--- src/rtl/prod_sum1_dot_seq_if.sv ---
// prod_sum1_dot_seq_if
//   Handshake and job-control bundle for the prod_sum1_dot_seq dot-product sequencer.
//   master : stream source / job controller / result consumer side
//   slave  : the sequencer itself
//   Job control : start, len, tc, init_C
//   Input pairs : in_valid, in_ready, in_A, in_B
//   Result      : out_valid, out_ready, out_sum
//   Status      : busy, count
interface prod_sum1_dot_seq_if #(
  parameter int A_width   = 5,
  parameter int B_width   = 5,
  parameter int SUM_width = 11,
  parameter int LEN_width = 4
);
  logic                 start;
  logic [LEN_width-1:0] len;
  logic                 tc;
  logic [SUM_width-1:0] init_C;
  logic                 in_valid;
  logic                 in_ready;
  logic [A_width-1:0]   in_A;
  logic [B_width-1:0]   in_B;
  logic                 out_valid;
  logic                 out_ready;
  logic [SUM_width-1:0] out_sum;
  logic                 busy;
  logic [LEN_width-1:0] count;

  modport master (
    output start, len, tc, init_C, in_valid, in_A, in_B, out_ready,
    input  in_ready, out_valid, out_sum, busy, count
  );

  modport slave (
    input  start, len, tc, init_C, in_valid, in_A, in_B, out_ready,
    output in_ready, out_valid, out_sum, busy, count
  );
endinterface

--- src/rtl/prod_sum1_dot_seq.sv ---
// prod_sum1_dot_seq
//   Dot-product sequencer around one multiply-add (SUM = A*B + C), with C taken
//   from a registered accumulator. A start in IDLE loads init_C, the pair count
//   and the signedness mode. Pairs are then accepted one per cycle via
//   in_valid/in_ready, and the final sum is offered via out_valid/out_ready.
//   Ports:
//     clk  : rising-edge clock
//     rst  : synchronous active-high reset
//     bus  : prod_sum1_dot_seq_if.slave (start/len/tc/init_C, input pair
//            handshake, result handshake, busy, count)
module prod_sum1_dot_seq #(
  parameter int A_width   = 5,
  parameter int B_width   = 5,
  parameter int SUM_width = 11,
  parameter int LEN_width = 4
) (
  input  logic                 clk,
  input  logic                 rst,
  prod_sum1_dot_seq_if.slave   bus
);

  typedef enum logic [1:0] {
    IDLE = 2'd0,
    RUN  = 2'd1,
    DONE = 2'd2
  } state_t;

  state_t               state_q, state_d;
  logic [SUM_width-1:0] acc;
  logic [LEN_width-1:0] rem;
  logic [LEN_width-1:0] cnt;
  logic                 tc_r;

  logic                 accept;
  logic [SUM_width-1:0] a_ext, b_ext, prod_sum;

  assign accept = bus.in_valid && (state_q == RUN);

  // Extending both operands to SUM_width before multiplying yields the
  // zero- or sign-extended product modulo 2^SUM_width directly.
  always_comb begin
    a_ext = {{(SUM_width-A_width){tc_r & bus.in_A[A_width-1]}}, bus.in_A};
    b_ext = {{(SUM_width-B_width){tc_r & bus.in_B[B_width-1]}}, bus.in_B};
    prod_sum = a_ext * b_ext + acc;
  end

  always_ff @(posedge clk) begin
    if (rst) begin
      state_q <= IDLE;
    end else begin
      state_q <= state_d;
    end
  end

  always_comb begin
    state_d = state_q;
    case (state_q)
      IDLE: begin
        if (bus.start) begin
          state_d = (bus.len == '0) ? DONE : RUN;
        end
      end
      RUN: begin
        if (accept && (rem == LEN_width'(1))) begin
          state_d = DONE;
        end
      end
      DONE: begin
        if (bus.out_ready) begin
          state_d = IDLE;
        end
      end
      default: state_d = IDLE;
    endcase
  end

  always_ff @(posedge clk) begin
    if (rst) begin
      acc  <= '0;
      rem  <= '0;
      cnt  <= '0;
      tc_r <= 1'b0;
    end else begin
      if (state_q == IDLE && bus.start) begin
        acc  <= bus.init_C;
        rem  <= bus.len;
        cnt  <= '0;
        tc_r <= bus.tc;
      end else if (accept) begin
        acc <= prod_sum;
        rem <= rem - LEN_width'(1);
        cnt <= cnt + LEN_width'(1);
      end
    end
  end

  assign bus.in_ready  = (state_q == RUN);
  assign bus.out_valid = (state_q == DONE);
  assign bus.busy      = (state_q != IDLE);
  assign bus.out_sum   = acc;
  assign bus.count     = cnt;

endmodule

--- src/flat_wrapper.sv ---
// flat-port wrapper written by rule: the top's interface ports become plain ports
module prod_sum1_dot_seq_flat 
#(
  parameter int A_width   = 5,
  parameter int B_width   = 5,
  parameter int SUM_width = 11,
  parameter int LEN_width = 4
)
  (clk, rst, bus_start, bus_len, bus_tc, bus_init_C, bus_in_valid, bus_in_A, bus_in_B, bus_out_ready, bus_in_ready, bus_out_valid, bus_out_sum, bus_busy, bus_count);
  prod_sum1_dot_seq_if #(.A_width(A_width), .B_width(B_width), .SUM_width(SUM_width), .LEN_width(LEN_width)) bus_i ();
  input  logic clk;
  input  logic rst;
  input wire logic [$bits(bus_i.start)-1:0] bus_start;
  input wire logic [$bits(bus_i.len)-1:0] bus_len;
  input wire logic [$bits(bus_i.tc)-1:0] bus_tc;
  input wire logic [$bits(bus_i.init_C)-1:0] bus_init_C;
  input wire logic [$bits(bus_i.in_valid)-1:0] bus_in_valid;
  input wire logic [$bits(bus_i.in_A)-1:0] bus_in_A;
  input wire logic [$bits(bus_i.in_B)-1:0] bus_in_B;
  input wire logic [$bits(bus_i.out_ready)-1:0] bus_out_ready;
  output wire logic [$bits(bus_i.in_ready)-1:0] bus_in_ready;
  output wire logic [$bits(bus_i.out_valid)-1:0] bus_out_valid;
  output wire logic [$bits(bus_i.out_sum)-1:0] bus_out_sum;
  output wire logic [$bits(bus_i.busy)-1:0] bus_busy;
  output wire logic [$bits(bus_i.count)-1:0] bus_count;
  assign bus_i.start = bus_start;
  assign bus_i.len = bus_len;
  assign bus_i.tc = bus_tc;
  assign bus_i.init_C = bus_init_C;
  assign bus_i.in_valid = bus_in_valid;
  assign bus_i.in_A = bus_in_A;
  assign bus_i.in_B = bus_in_B;
  assign bus_i.out_ready = bus_out_ready;
  assign bus_in_ready = bus_i.in_ready;
  assign bus_out_valid = bus_i.out_valid;
  assign bus_out_sum = bus_i.out_sum;
  assign bus_busy = bus_i.busy;
  assign bus_count = bus_i.count;
  prod_sum1_dot_seq #(.A_width(A_width), .B_width(B_width), .SUM_width(SUM_width), .LEN_width(LEN_width)) u_core (.clk(clk), .rst(rst), .bus(bus_i));
endmodule
--- config.mk ---
export PLATFORM = sky130hd
export DESIGN_NAME = prod_sum1_dot_seq_flat
export DESIGN_NICKNAME = d
export VERILOG_FILES = /design/src/rtl/prod_sum1_dot_seq_if.sv /design/src/rtl/prod_sum1_dot_seq.sv /design/src/flat_wrapper.sv
export SDC_FILE = /design/constraint.sdc
export NUM_CORES = 1
export LEC_CHECK = 0
export CAP_MARGIN = 20
export CORE_ASPECT_RATIO = 0.7
export CORE_MARGIN = 5
export CORE_UTILIZATION = 27
export DETAILED_ROUTE_END_ITERATION = 10
export GPL_TIMING_DRIVEN = 1
export PLACE_DENSITY = 0.46
export SYNTH_ARGS = -nofsm -noshare
export SYNTH_HDL_FRONTEND = slang
export SYNTH_SLANG_ARGS = --single-unit
export TNS_END_PERCENT = 10
--- constraint.sdc ---
create_clock -name clk -period 5.6 [get_ports clk]
set_input_delay 1.12 -clock clk [delete_from_list [all_inputs] [get_ports clk]]
set_output_delay 1.12 -clock clk [all_outputs]
set_load 0.01 [all_outputs]
---- After elaboration in Yosys (flattened, before gate mapping) ----
Index checks and enable logic that the tools add are counted.
cells by class
  add/sub/neg operators ................... 3
  multiply operators ...................... 1
  divide/modulo/power cells ............... 0
  order comparisons ....................... 0
  equal/unequal tests ..................... 6
  shift operators ......................... 0
  multiplexer cells ....................... 9
  bitwise operators ....................... 2
  reductions and logical operators ........ 9
operators by type and width
  operator                                             number
  two-way mux 11 bit                                   2
  adder 11 bit                                         1
  multiplier 6 x 6 -> 11 bit                           1
  two-way mux 2 bit                                    4
  two-way mux 4 bit                                    2
  case mux 2 bit (3 select lines)                      1
  adder 4 x 1 -> 4 bit, second input constant          1
  equality test 4 x 1 -> 1 bit, second input constant  1
  logical NOT 4 bit                                    1
  != test 2 bit, second input constant                 2
  nonzero test 2 bit                                   2
  subtractor 4 x 1 -> 4 bit, second input constant     1
  logical AND 1 bit                                    3
  AND reduction 3 bit                                  1
  AND 1 bit                                            2
  equality test 2 x 1 -> 1 bit, second input constant  1
  equality test 2 bit, second input constant           1
  logical NOT 2 bit                                    1
  != test 2 x 1 -> 1 bit, second input constant        1
  OR reduction 2 bit                                   1
word-level totals
  register bits ........................... 22
  bits in latches ......................... 0
  RAM bits ................................ 0
  ROM bits ................................ 0
  output and inout bits ................... 18
  word-level logic and storage cells ...... 35
  memories kept ........................... 0

---- Logic depth before layout (Yosys ltp) ----
  depth after elaboration ................. 5
  depth in mapped cells ................... 18

---- Least setup slack after synthesis ----
OpenSTA, ideal clock, no wires.
  kind .................................... input to register
  start point ............................. in bus_in_B[0]
  end point ............................... reg u_core.acc[10], in the netlist u_core.bus.out_sum[10]
  setup time .............................. 65 ps
  arrival time ............................ 5,054 ps
  data required time ...................... 5,535 ps
  path slack .............................. 481 ps
  stages .................................. 16
  path buffers ............................ 0
  cell sequence ........................... and3_1 > fa_1 > inv_1 > fa_1 > inv_1 > fa_1 > inv_1 > fa_1 > inv_1 > ha_1 > o21a_1 > o21ai_0 > o2bb2ai_1 > xnor3_1 > o21a_1 > nor2_1
between the ends
  word-level cells in the longest chain between the ends .. 4
RTL lines
  element                     RTL line                 RTL
  start: declaration          flat_wrapper.sv:19       input wire logic [$bits(bus_i.in_B)-1:0] bus_in_B;
  multiplier 6 x 6 -> 11 bit  prod_sum1_dot_seq.sv:44  prod_sum = a_ext * b_ext + acc;
  adder 11 bit                prod_sum1_dot_seq.sv:44
  two-way mux 11 bit          prod_sum1_dot_seq.sv:89  end else if (accept) begin
  two-way mux 11 bit          prod_sum1_dot_seq.sv:84  if (state_q == IDLE && bus.start) begin
  end signal: assignment      prod_sum1_dot_seq.sv:85  acc <= bus.init_C;
  end signal: assignment      prod_sum1_dot_seq.sv:90  acc <= prod_sum;
  end: declaration            prod_sum1_dot_seq.sv:29  logic [SUM_width-1:0] acc;
No other way between the ends. The select of a mux whose other input is x is not followed.
A chain may end at the register's enable or synchronous reset.

---- Worst setup path after layout ----
  start point ............................. in bus_in_B[2]
  end point ............................... reg u_core.acc[10], in the netlist u_core.bus.out_sum[10]
The elaborated chain is that of the path after synthesis.

==> results.json <==
{
  "drc": 0,
  "routed_via_density": 4.44,
  "endpoint_kind": "register",
  "final-hold-violation-count": 0,
  "placed_cells": 494,
  "synthesis.area_mm2": 0.00259,
  "whs_path_depth": 2,
  "internal-power_uw": 574,
  "fp.dieH_um": 91.9,
  "fin_util_pct": 37.9,
  "pwr-share-seq_pct": 21.3,
  "cts_root_buffer": "clkbuf_16",
  "grt_pass1_wl_um": 10800,
  "min_from": "u_core.bus.out_sum[1]",
  "clkLatencyLatePin_ns": 0.26,
  "cts.sinks": 22,
  "clkSlewWorstSetupHoldPaths_ns": 0.06,
  "syn-instance-count": 305,
  "r2r_start": "u_core.tc_r",
  "initial_core_util_pct": 28.1,
  "synth.distinct_cells": 42,
  "synth_edf_count": 0,
  "cellLeakagePower_uw": 0.00161,
  "die_area_mm2": 0.0117,
  "period_share_pct": 95.7,
  "finalWorstSetupSlack_ns": 0.241,
  "hold_buffers": 0,
  "async_flop_share_pct": 0,
  "via_count": 2211,
  "maxCapViolCount": 0,
  "max_freq_ghz": 0.187,
  "outcome": "finished clean",
  "r2r_cells": 16,
  "die_w_um": 127,
  "synth_area_leaders": "fa_1 (24%), dfxtp_1 (17%), ha_1 (14%), inv_1 (8.8%), nand2_1 (4.9%)",
  "period_needed_ns": 5.36,
  "r2r-end": "u_core.bus.out_sum[10]",
  "max-slew-margin-rel_pct": 41.9,
  "syn_avg_cell_area_um2": 8.48,
  "nets": 465,
  "portBuffers": 48,
  "power_frac_clock_pct": 22.6,
  "antenna_found_initial": 0,
  "worstMarginPinSlew_ns": 0.869,
  "grt_setup_unrepaired": "true",
  "r2r_slack_ns": 1.08,
  "cts_max_level": 1,
  "pre_cts_slack_ns": -0.247,
  "drt-pass1-iter-count": 4,
  "fill_cells": 973,
  "arrival_ns": 5.55,
  "drt_iter0_markers": 97,
  "antenna_left": 0,
  "drt-total-wl_um": 6400,
  "grt_start_max_net_pins": 23,
  "track_usage_pct": 11.3,
  "drive_gt1_share_pct": 10.2,
  "syn-num-nets": 395,
  "synth_top_area_share_pct": 24.0,
  "gp_congestion": 0.767,
  "instances_no_fill": 498,
  "switchingPower_uw": 324,
  "detailed_place_hpwl_um": 5460,
  "yosysTopAreaCell": "fa_1",
  "cts_buffers": 3,
  "hp-class": "register to register",
  "swShare_pct": 36.0,
  "core_mm2": 0.00922,
  "clk_path_buf_depth": 2,
  "diodes": 0,
  "required_ns": 5.79,
  "cp_max_fo": 3,
  "synthFlopType": "dfxtp_1",
  "p_comb_share_pct": 56.1,
  "crit_type": "input port to register",
  "syn_to_final_growth_pct": 35.2,
  "setup_viol": 0,
  "overflow": 0,
  "wl_per_cell_um": 12.9,
  "clock-skew-final_ns": 0.00353,
  "worstHoldEndpoint": "u_core.bus.out_sum[1]",
  "seq_area_frac_synth_pct": 17.0,
  "yosys_register_bits": 22,
  "yosys_warnings": 0,
  "io_pins": 49,
  "power_density_mw_per_mm2": 257,
  "ir_worst_vdd_mv": 0.133,
  "grt_pass1_vias": 2212,
  "cp-start-kind": "input port",
  "rows": 29,
  "slew_viol_final": 0,
  "cts_tree": "built"
}
[Yosys cell counts, types with 4 or more instances]
cell type / number
inv_1: 61
nand2_1: 34
fa_1: 31
ha_1: 28
nor2_1: 23
dfxtp_1: 22
and2_1: 16
a21oi_1: 10
xnor2_1: 10
nor3_1: 7
a211oi_1: 6
o21ai_0: 6
clkbuf_1: 4
[final cells by class]
type	count	area (um2)	share of cell area, %
Clock buffer	3	75.1	2.15
Tap cell	124	155	4.44
Timing Repair Buffer	73	673	19.2
Inverter	61	229	6.55
Sequential cell	22	440	12.6
Clock inverter	1	30.0	0.859
Multi-Input combinational cell	214	1890	54.2
[how the worst max path moves through the flow]
stage | start | end | slack (ns)
floorplan | bus_in_B[0] | u_core.bus.out_sum[10] | 0.48
global placement | bus_in_A[4] | u_core.bus.out_sum[10] | -0.21
detailed placement | bus_in_A[4] | u_core.bus.out_sum[10] | -0.25
CTS | bus_in_A[4] | u_core.bus.out_sum[10] | 0.01
global route | bus_in_B[2] | u_core.bus.out_sum[10] | -0.03
finish | bus_in_B[2] | u_core.bus.out_sum[10] | 0.24
[registers in the layout, indices dropped and copies added, names as in the netlist]
name	count
u_core.rem	4
u_core.bus.out_sum	11
u_core.state_q	2
u_core.bus.count	4
u_core.tc_r	1
[metrics by stage]
step           setup TNS [ns]  hold slack [ns]  instance area [um2]  power (uW)
6_report                    0            0.503                 3500         898
5_1_grt               -0.0316            0.540                 3500         984
4_1_cts                     0            0.506                 3480         902
3_5_place_dp           -0.455            0.498                 3370         695
3_3_place_gp           -0.439            0.479                 3370         692
2_1_floorplan               0            0.463                 2590         502
[layer usage]
| metal | up-vias | routed length, um | track usage [%] | share of wire (%) |
|---|---|---|---|---|
| li1 | 1114 | - | - | - |
| met1 | 1062 | 3310 | 17.2 | 52 |
| met2 | 33 | 2810 | 16.5 | 44 |
| met3 | 2 | 264 | 3.02 | 4.1 |
| met4 | 0 | 20 | 1.07 | 0.31 |
| met5 | - | 0 | 0 | 0 |
[cells by family after synthesis]
group | count (synthesis) | synth area share (%)
simple gates | 96 | 17.5
compound gates | 43 | 11.4
xor+xnor | 15 | 5.90
fa+ha+maj | 59 | 37.5
flops | 22 | 17.0
mux | 1 | 0.387
buf+inv | 69 | 10.3
[critical path, cell delays in order]
cell and delay, ns:
clkdlybuf4s50_1 0.45, and3_1 0.21, fa_1 0.59, inv_2 0.07
fa_1 0.53, inv_1 0.05, fa_1 0.52, inv_1 0.05
fa_1 0.53, inv_1 0.04, ha_1 0.30, o21a_1 0.20
o21ai_1 0.12, o2bb2ai_1 0.12, xnor3_1 0.39, o21a_1 0.17
nor2_1 0.07
[cells in the final DEF, fill, tap and decap left out, types with 2 or more instances in the layout]
master and instances:
nor4_1 2, o21a_1 2, a21oi_1 9, a211oi_1 6, o22ai_1 2, fa_1 31, nor2b_1 3, nand2_1 34
dlymetal6s2s_1 2, nor3_1 7, buf_4 25, a311oi_1 3, nand2b_1 2, clkbuf_16 3, and2_1 16, nor2_1 23
a22oi_1 2, xor2_1 3, or2_2 2, dfxtp_1 22, inv_1 60, o21ai_1 3, o21ai_0 3, xnor2_1 10
ha_1 28, a221oi_1 3, clkdlybuf4s50_1 46
[power groups by stage]
stage | combinational [uW] | clock (uW) | sequential, uW
6_report | 504 | 202 | 192
5_1_grt | 576 | 213 | 195
4_1_cts | 502 | 208 | 193
3_5_place_dp | 499 | 0 | 196
3_3_place_gp | 496 | 0 | 196
2_1_floorplan | 307 | 0 | 195
[what timing repair did]
item / 4_1_cts / 5_1_grt
buffers inserted: 0 / 0
resized for setup: 0 / 10
endpoints found under the setup margin: 0 / 3
hold endpoints to repair: 0 / 0
(Power assumes the default switching activity.)
